`src/rtl/dc_fu_dma_fetch_sequencer.sv`:
```
// DMA line-fetch sequencer: splits a line request into AXI AR bursts and hands each burst to the progress counter.
// Optional DC_FU_DMA_SEQ_4K_SPLIT_EN additionally stops bursts at 4 KB address boundaries.
module dc_fu_dma_fetch_sequencer #(
    parameter int ADDR_WIDTH             = 32,
    parameter int FETCH_WORD_COUNT_WIDTH = 16,
    parameter int BYTES_PER_WORD_LOG2    = 3,
    parameter int MAX_BURST_WORDS        = 256
) (
    input  logic                              clk,
    input  logic                              nrst,
    input  logic                              en,
    input  logic                              line_req_valid,
    output logic                              line_req_ready,
    input  logic [ADDR_WIDTH-1:0]             line_base_addr,
    input  logic [FETCH_WORD_COUNT_WIDTH-1:0] line_word_count,
    input  logic                              abort,
    output logic                              axi_arvalid,
    input  logic                              axi_arready,
    output logic [ADDR_WIDTH-1:0]             axi_araddr,
    output logic [7:0]                        axi_arlen,
    output logic                              start_fetch,
    output logic [FETCH_WORD_COUNT_WIDTH-1:0] fetch_word_count,
    input  logic                              fetch_in_progress,
    output logic                              line_done,
    output logic                              busy
);

    localparam int CW = (FETCH_WORD_COUNT_WIDTH > 13) ? FETCH_WORD_COUNT_WIDTH : 13;

    typedef enum logic [1:0] {IDLE, ISSUE, WAIT, DONE} state_t;

    state_t                            state, state_nx;
    logic [ADDR_WIDTH-1:0]             addr_q;
    logic [FETCH_WORD_COUNT_WIDTH-1:0] rem_q;
    logic [FETCH_WORD_COUNT_WIDTH-1:0] fcnt_q;
    logic [8:0]                        burst_q;
    logic [7:0]                        arlen_q;
    logic                              abort_q;
    logic                              line_done_q;
    logic                              accept;
    logic                              enter_issue;
    logic [FETCH_WORD_COUNT_WIDTH-1:0] calc_rem;
    logic [CW-1:0]                     calc_burst;
`ifdef DC_FU_DMA_SEQ_4K_SPLIT_EN
    logic [ADDR_WIDTH-1:0]             calc_addr;
    logic [12:0]                       to4k_bytes;
    logic [CW-1:0]                     to4k_words;
`endif

    // Burst size is computed for the burst about to be issued: from the request
    // inputs when leaving IDLE, from the running address/remaining otherwise.
    always_comb begin
        calc_rem   = (state == IDLE) ? line_word_count : rem_q;
        calc_burst = CW'(calc_rem);
        if (calc_burst > CW'(MAX_BURST_WORDS))
            calc_burst = CW'(MAX_BURST_WORDS);
`ifdef DC_FU_DMA_SEQ_4K_SPLIT_EN
        calc_addr  = (state == IDLE) ? line_base_addr : addr_q;
        to4k_bytes = 13'h1000 - {1'b0, calc_addr[11:0]};
        to4k_words = CW'(to4k_bytes >> BYTES_PER_WORD_LOG2);
        if (calc_burst > to4k_words)
            calc_burst = to4k_words;
`endif
    end

    always_ff @(posedge clk or negedge nrst) begin
        if (!nrst)
            state <= IDLE;
        else
            state <= state_nx;
    end

    always_comb begin
        state_nx    = state;
        axi_arvalid = 1'b0;
        start_fetch = 1'b0;
        accept      = 1'b0;
        case (state)
            IDLE: begin
                if (en && line_req_valid) begin
                    accept   = 1'b1;
                    state_nx = (line_word_count == '0) ? DONE : ISSUE;
                end
            end
            ISSUE: begin
                axi_arvalid = 1'b1;
                if (axi_arready) begin
                    start_fetch = 1'b1;
                    state_nx    = WAIT;
                end
            end
            WAIT: begin
                // A same-cycle abort also counts so that no extra AR slips out.
                if (en && !fetch_in_progress)
                    state_nx = ((rem_q == '0) || abort_q || abort) ? DONE : ISSUE;
            end
            DONE:    state_nx = IDLE;
            default: state_nx = IDLE;
        endcase
    end

    assign enter_issue = (state_nx == ISSUE) && (state != ISSUE);

    always_ff @(posedge clk or negedge nrst) begin
        if (!nrst) begin
            addr_q      <= '0;
            rem_q       <= '0;
            fcnt_q      <= '0;
            burst_q     <= '0;
            arlen_q     <= '0;
            abort_q     <= 1'b0;
            line_done_q <= 1'b0;
        end else begin
            if (accept) begin
                addr_q <= line_base_addr;
                rem_q  <= line_word_count;
            end else if (start_fetch) begin
                addr_q <= addr_q + (ADDR_WIDTH'(burst_q) << BYTES_PER_WORD_LOG2);
                rem_q  <= rem_q - FETCH_WORD_COUNT_WIDTH'(burst_q);
                fcnt_q <= FETCH_WORD_COUNT_WIDTH'(burst_q);
            end
            if (enter_issue) begin
                burst_q <= calc_burst[8:0];
                arlen_q <= 8'(calc_burst - CW'(1));
            end
            if (state == DONE)
                abort_q <= 1'b0;
            else if (((state == ISSUE) || (state == WAIT)) && abort)
                abort_q <= 1'b1;
            line_done_q <= (state == DONE);
        end
    end

    assign line_req_ready   = (state == IDLE) && en;
    assign busy             = (state != IDLE);
    assign axi_araddr       = addr_q;
    assign axi_arlen        = arlen_q;
    assign fetch_word_count = start_fetch ? FETCH_WORD_COUNT_WIDTH'(burst_q) : fcnt_q;
    assign line_done        = line_done_q;

endmodule
```
`config.mk`:
```
export PLATFORM = sky130hd
export DESIGN_NAME = dc_fu_dma_fetch_sequencer
export DESIGN_NICKNAME = d
export VERILOG_FILES = /design/src/rtl/dc_fu_dma_fetch_sequencer.sv
export SDC_FILE = /design/constraint.sdc
export NUM_CORES = 1
export LEC_CHECK = 0
export CAP_MARGIN = 20
export CORE_AREA = 4 4 108 110
export CTS_CLUSTER_SIZE = 12
export DETAILED_ROUTE_END_ITERATION = 8
export DIE_AREA = 0 0 112 114
export PLACE_DENSITY_LB_ADDON = 0.12
export SETUP_SLACK_MARGIN = 0.2
export SYNTH_ARGS = -nofsm -noshare
export SYNTH_HDL_FRONTEND = slang
export SYNTH_SLANG_ARGS = --single-unit
export TNS_END_PERCENT = 50
```
`constraint.sdc`:
```
create_clock -name clk -period 3.4 [get_ports clk]
set_input_delay 0.34 -clock clk [delete_from_list [all_inputs] [get_ports clk]]
set_output_delay 0.34 -clock clk [all_outputs]
set_load 0.02 [all_outputs]
```
### Word level (Yosys, flattened, before mapping)

Index checks and enable logic that the tools add are counted.

| word-level totals | value |
|---|---|
| bits in registers | 85 |
| input port bits | 55 |

| operators by class | value |
|---|---|
| equality and inequality tests | 5 |
| magnitude comparators | 1 |
| mux-type cells | 20 |
| reductions and logical operators | 15 |
| add/subtract/negate cells | 3 |

Operators by type and width:

| kind | number |
|---|---|
| 16-bit 2-to-1 mux | 4 |
| 32-bit 2-to-1 mux | 2 |
| 32-bit by 12-bit adder with 32-bit output | 1 |
| 16-bit logical NOT | 2 |
| 16-bit by 9-bit greater-than comparator with 1-bit output (second input constant) | 1 |
| 16-bit by 9-bit subtractor with 16-bit output | 1 |
| 2-bit 2-to-1 mux | 5 |
| 9-bit 2-to-1 mux | 1 |
| 2-bit one-hot mux with 4 select lines | 1 |
| 8-bit by 1-bit subtractor with 8-bit output (second input constant) | 1 |
| 1-bit 2-to-1 mux | 7 |
| 2-bit nonzero test | 3 |
| 1-bit logical AND | 5 |
| 2-bit by 1-bit equality test with 1-bit output (second input constant) | 2 |
| 2-bit equality test (second input constant) | 2 |
| 1-bit logical OR | 3 |
| 2-bit logical NOT | 1 |
| 2-bit by 1-bit != test with 1-bit output (second input constant) | 1 |
| 1-bit logical NOT | 1 |

### Longest topological paths before layout

| logic depth | value |
|---|---|
| depth after elaboration | 8 |
| mapped depth | 13 |

### Worst setup path before layout

No wires, ideal clock.

| path | value |
|---|---|
| kind | reg-to-reg |
| start | register state[0] |
| end | register arlen_q[4], in the netlist axi_arlen[4] |
| arrival time | 2673 ps |
| slack | 663 ps |
| cell stages (with the launch flop) | 14 |
| setup time | 64 ps |
| clock period less this slack | 2737 ps |
| path through | dfrtp_1 > inv_1 > ha_1 > buf_6 > nor3_2 > a21oi_1 > or3_4 > o31ai_4 > nand2_1 > ha_1 > nand3_1 > o21ai_0 > a211oi_1 > a21o_1 |

| between the ends | value |
|---|---|
| word-level cells in the longest chain between the ends | 5 |
| elaborated cells on any way between the ends | 15 |

Ends and longest elaborated chain:

| element | RTL line | source |
|---|---|---|
| start: declaration | 32 | `state_t state, state_nx;` |
| start signal: assignment | 70 | `state <= state_nx;` |
| 2-bit logical NOT | 53, 78 |  |
| 16-bit 2-to-1 mux | 53 | `calc_rem = (state == IDLE) ? line_word_count : rem_q;` |
| 16-bit by 9-bit greater-than comparator with 1-bit output | 55 | `if (calc_burst > CW'(MAX_BURST_WORDS))` |
| 9-bit 2-to-1 mux | 55 |  |
| 8-bit by 1-bit subtractor with 8-bit output | 124 | `arlen_q <= 8'(calc_burst - CW'(1));` |
| end signal: assignment | 124 |  |
| end: declaration | 37 | `logic [7:0] arlen_q;` |

Parallel ways exist; a longest one is shown, timed or not.
A chain may end at the register's enable or synchronous reset.

### Final worst setup path

| path | value |
|---|---|
| start | register state[1] |
| end | output port fetch_word_count[8] |

| between the ends | value |
|---|---|
| word-level cells in the longest chain between the ends | 3 |

Ends and longest elaborated chain:

| element | RTL line | source |
|---|---|---|
| 2-bit by 1-bit equality test with 1-bit output | 78 | `case (state)` |
| 1-bit 2-to-1 mux | 78 |  |
| 16-bit 2-to-1 mux | - |  |
| end: declaration | 22 | `output logic [FETCH_WORD_COUNT_WIDTH-1:0] fetch_word_count,` |

No other way between the ends.

==> flow_metrics.py <==
metrics = {
    "run_status": {
        "outcome": "completed",
    },
    "global_route": {
        "grt-busiest-layer": "met2",
        "grt_start_max_net_pins": 85,
        "grt_use_met3_pct": 3.98,
        "use_met1_pct": 28.9,
        "grt_pass1_vias": 4601,
        "use_met2_pct": 35.7,
        "grt_usage_pct": 21.9,
        "antenna_found_initial": 0,
        "grt-ovfl-total": 0,
        "grt_pass1_wl_um": 22600,
    },
    "worst_setup_path": {
        "crit_required_ns": 3.06,
        "slowest_stage": "clkdlybuf4s50_1",
        "rr_worst_depth": 12,
        "path_cells": "inv_1 -> ha_1 -> nand2_1 -> buf_4 -> o21ai_0 -> clkdlybuf4s50_1",
        "r2r-start": "state[0]$_DFF_PN0_",
        "path_class": "flip-flop to output port",
        "slowest_delay_ns": 0.66,
        "critPathLaunchType": "flip-flop",
        "worst-path-max-fanout": 13,
        "reg2reg_to": "axi_arlen[4]$_DFFE_PN0P_",
        "critPathArrivalTime_ns": 2.68,
        "path_buf_inv": 3,
        "end_kind": "output port",
        "r2r_setup_slack_ns": 0.42,
        "cp_top_family": "buffers and inverters",
    },
    "logic_synthesis": {
        "synth_ff_type": "dfrtp_1",
        "synth.avg_cell_area_um2": 8.82,
        "synth_edf_count": 0,
        "synthCells": 587,
        "ys_seq_area_share_pct": 41.1,
        "synth_area_um2": 5180,
        "synth_async_sr_flop_share_pct": 100,
        "ys_warn_count": 0,
        "ys_seq_elements": 85,
        "synth_cell_types": 55,
        "synth_nets": 668,
    },
    "timing": {
        "fin_worst_skew_ns": 0.00623,
        "rsz0062_at_grt": "false",
        "period_minus_slack_ns": 3.02,
        "fin_hold_ws_ns": 0.439,
        "setup_tns_ns": 0,
        "setup_viol": 0,
        "slew_headroom_pct": 61.3,
        "fin_ws_ns": 0.383,
        "worst_pin_slew_ns": 0.579,
        "slew_viol_final": 0,
        "hold_viol_final": 0,
        "max_freq_mhz": 331,
        "post-route-period-util_pct": 88.7,
    },
    "floorplanning": {
        "coreArea_um2": 10700,
        "rows": 38,
        "start_util_pct": 48.4,
        "die-height_um": 114,
        "dieArea_um2": 12800,
        "die_w_um": 112,
        "pin_count": 116,
    },
    "pwr": {
        "seqPwrFrac_pct": 31.4,
        "p_per_area_nw_per_um2": 825,
        "switchingPower_mw": 2.40,
        "p_sw_share_pct": 42.7,
        "clockPowerShare_pct": 15.3,
        "ir_drop_mv": 0.516,
        "comb_power_share_pct": 53.3,
        "p_leak_nw": 2.85,
        "power_mw": 5.62,
        "p_int_mw": 3.22,
    },
    "place": {
        "place_congestion": 0.932,
        "dp_slack_ns": 0.147,
        "port_buffers": 115,
        "dp_hpwl_um": 10300,
    },
    "detailed_routing": {
        "drtIter0Drc": 289,
        "via_per_inst": 5.53,
        "drcViolationCount": 0,
        "postRouteAntennaNets": 0,
        "drt_wl_total_um": 13900,
        "vias": 4701,
        "wl_per_cell_um": 16.4,
        "firstDrtPassIters": 5,
    },
    "clocking": {
        "clockBufferDepth": 2,
        "clk_latency_ns": 0.36,
        "cts_tree": "done",
        "path_clk_slew_ns": 0.08,
        "cts-root-buf": "clkbuf_8",
        "cts_made_buffers": 9,
        "cts_max_level": 3,
        "cts_sinks": 85,
    },
    "cells_and_area": {
        "final_nets": 786,
        "antenna_cells": 0,
        "drive_gt1_share_pct": 8.17,
        "areaGrowthSynthToFinish_pct": 31.7,
        "fillCellCount": 906,
    },
    "min_path": {
        "hold_class": "input port to asynchronous set/reset pin",
    },
    "flow_run": {
        "maxCapViolations": 0,
    },
}
[sequential cells by signal, summed over array words and instances (netlist names)]
register,count
state,2
fcnt_q,16
abort_q,1
burst_q,9
rem_q,16
axi_arlen,8
line_done,1
axi_araddr,32
[placed cells by master, fill, tap and decap left out, types with 2 or more instances in the layout]
master and instances:
a21o_1 6, clkbuf_8 13, nor4_1 7, inv_1 20, buf_12 2, nor2_1 35
a21oi_1 30, dfrtp_1 85, nand2b_1 3, mux2_2 14, xnor2_1 16, nand2_1 97
mux2i_1 4, xor2_1 23, ha_1 23, o31a_1 2, nand4_1 7, and3_1 8
clkdlybuf4s50_1 114, o21a_1 7, or3_1 7, o21ai_1 4, a21boi_0 3, bufinv_16 2
buf_4 11, nor2b_1 11, o31ai_1 3, fa_1 2, a31oi_1 6, a311oi_1 2
nand3b_1 3, nor3_2 4, a211oi_1 3, nor3_1 13, nand3_1 21, and2_1 13
o21ai_0 62
[stage by stage]
step	utilization, %	cells	instance area [um2]
floorplan	-	587	5180
global placement	60.9	831	6520
detailed placement	60.9	831	6520
CTS	63.2	847	6760
global route	63.7	850	6820
finish	63.7	850	6820
[how the worst max path moves through the flow]
stage                     slack (ns)  cells after the start          startpoint                       end
final                           0.38                      6  state[1]$_DFF_PN0_       fetch_word_count[8]
after global routing            0.22                      6  state[1]$_DFF_PN0_       fetch_word_count[7]
after CTS                       0.32                     12  state[0]$_DFF_PN0_  axi_arlen[4]$_DFFE_PN0P_
after detailed placement        0.15                     12  state[0]$_DFF_PN0_  axi_arlen[4]$_DFFE_PN0P_
after global placement          0.33                     12  state[0]$_DFF_PN0_  axi_arlen[4]$_DFFE_PN0P_
after floorplan                 0.66                     13  state[0]$_DFF_PN0_  axi_arlen[4]$_DFFE_PN0P_
[layout make-up]
class                      count  area (um2)  area share (%)
inverter                      20        75.1            1.10
clock buffer                  13         179            2.62
clock inverter                 3        65.1           0.954
multi-input combinational    460        2900            42.5
sequential                    85        2130            31.2
tap                          140         175            2.57
timing repair buffer         129        1300            19.1
[timing repair]
item / 4_1_cts / 5_1_grt
hold buffers: 0 / 1
hold endpoints to repair: 0 / 28
endpoints found under the setup margin: 1 / 1
resized for setup: 1 / 1
setup buffers: 0 / 1
pin swaps: 0 / 1
[Yosys cell counts (all sizes together) (4+ instances only)]
master	number	area, um2
dfrtp	85	2130
or3	8	55.1
clkbuf	16	60.1
ha	24	300
xor2	23	201
and2	13	81.3
a31oi	6	37.5
nor2b	11	68.8
nand4	8	56.3
o21ai	66	330
nor3	17	105
nand3	21	105
a21o	6	45.0
inv	20	75.1
mux2i	4	40.0
nor2	36	135
mux2	15	169
nor4	7	43.8
a21oi	30	150
o31ai	5	56.3
buf	6	40.0
and3	8	50.1
xnor2	16	140
o21a	7	52.6
nand2	97	364
[layer usage]
metal | wire (um) | up-vias
met5 | 0 | -
met1 | 6340 | 2240
li1 | - | 2286
met2 | 6550 | 149
met4 | 306 | 0
met3 | 753 | 26
[cells by family (layout without fill, tap and decap cells)]
group / count (synthesis) / count (layout) / share of synthesized area [%]
AO/OA/AOI/OAI: 137 / 137 / 15.8
flip-flops: 85 / 85 / 41.1
XOR/XNOR: 39 / 39 / 6.60
AND/OR/NAND/NOR: 239 / 239 / 22.5
buffers and inverters: 42 / 165 / 3.38
adder cells (fa/ha/maj): 26 / 26 / 6.57
multiplexers: 19 / 19 / 4.04
[power by group through the flow]
| stage | combinational [mW] | clock, mW | sequential (mW) |
|---|---|---|---|
| floorplan | 1.65 | 0 | 1.96 |
| global placement | 2.88 | 0 | 1.75 |
| detailed placement | 2.96 | 0 | 1.77 |
| CTS | 2.98 | 0.883 | 1.75 |
| global route | 3.27 | 0.918 | 1.82 |
| finish | 3.00 | 0.859 | 1.77 |
No activity file was read; power rests on OpenSTA's default activity.
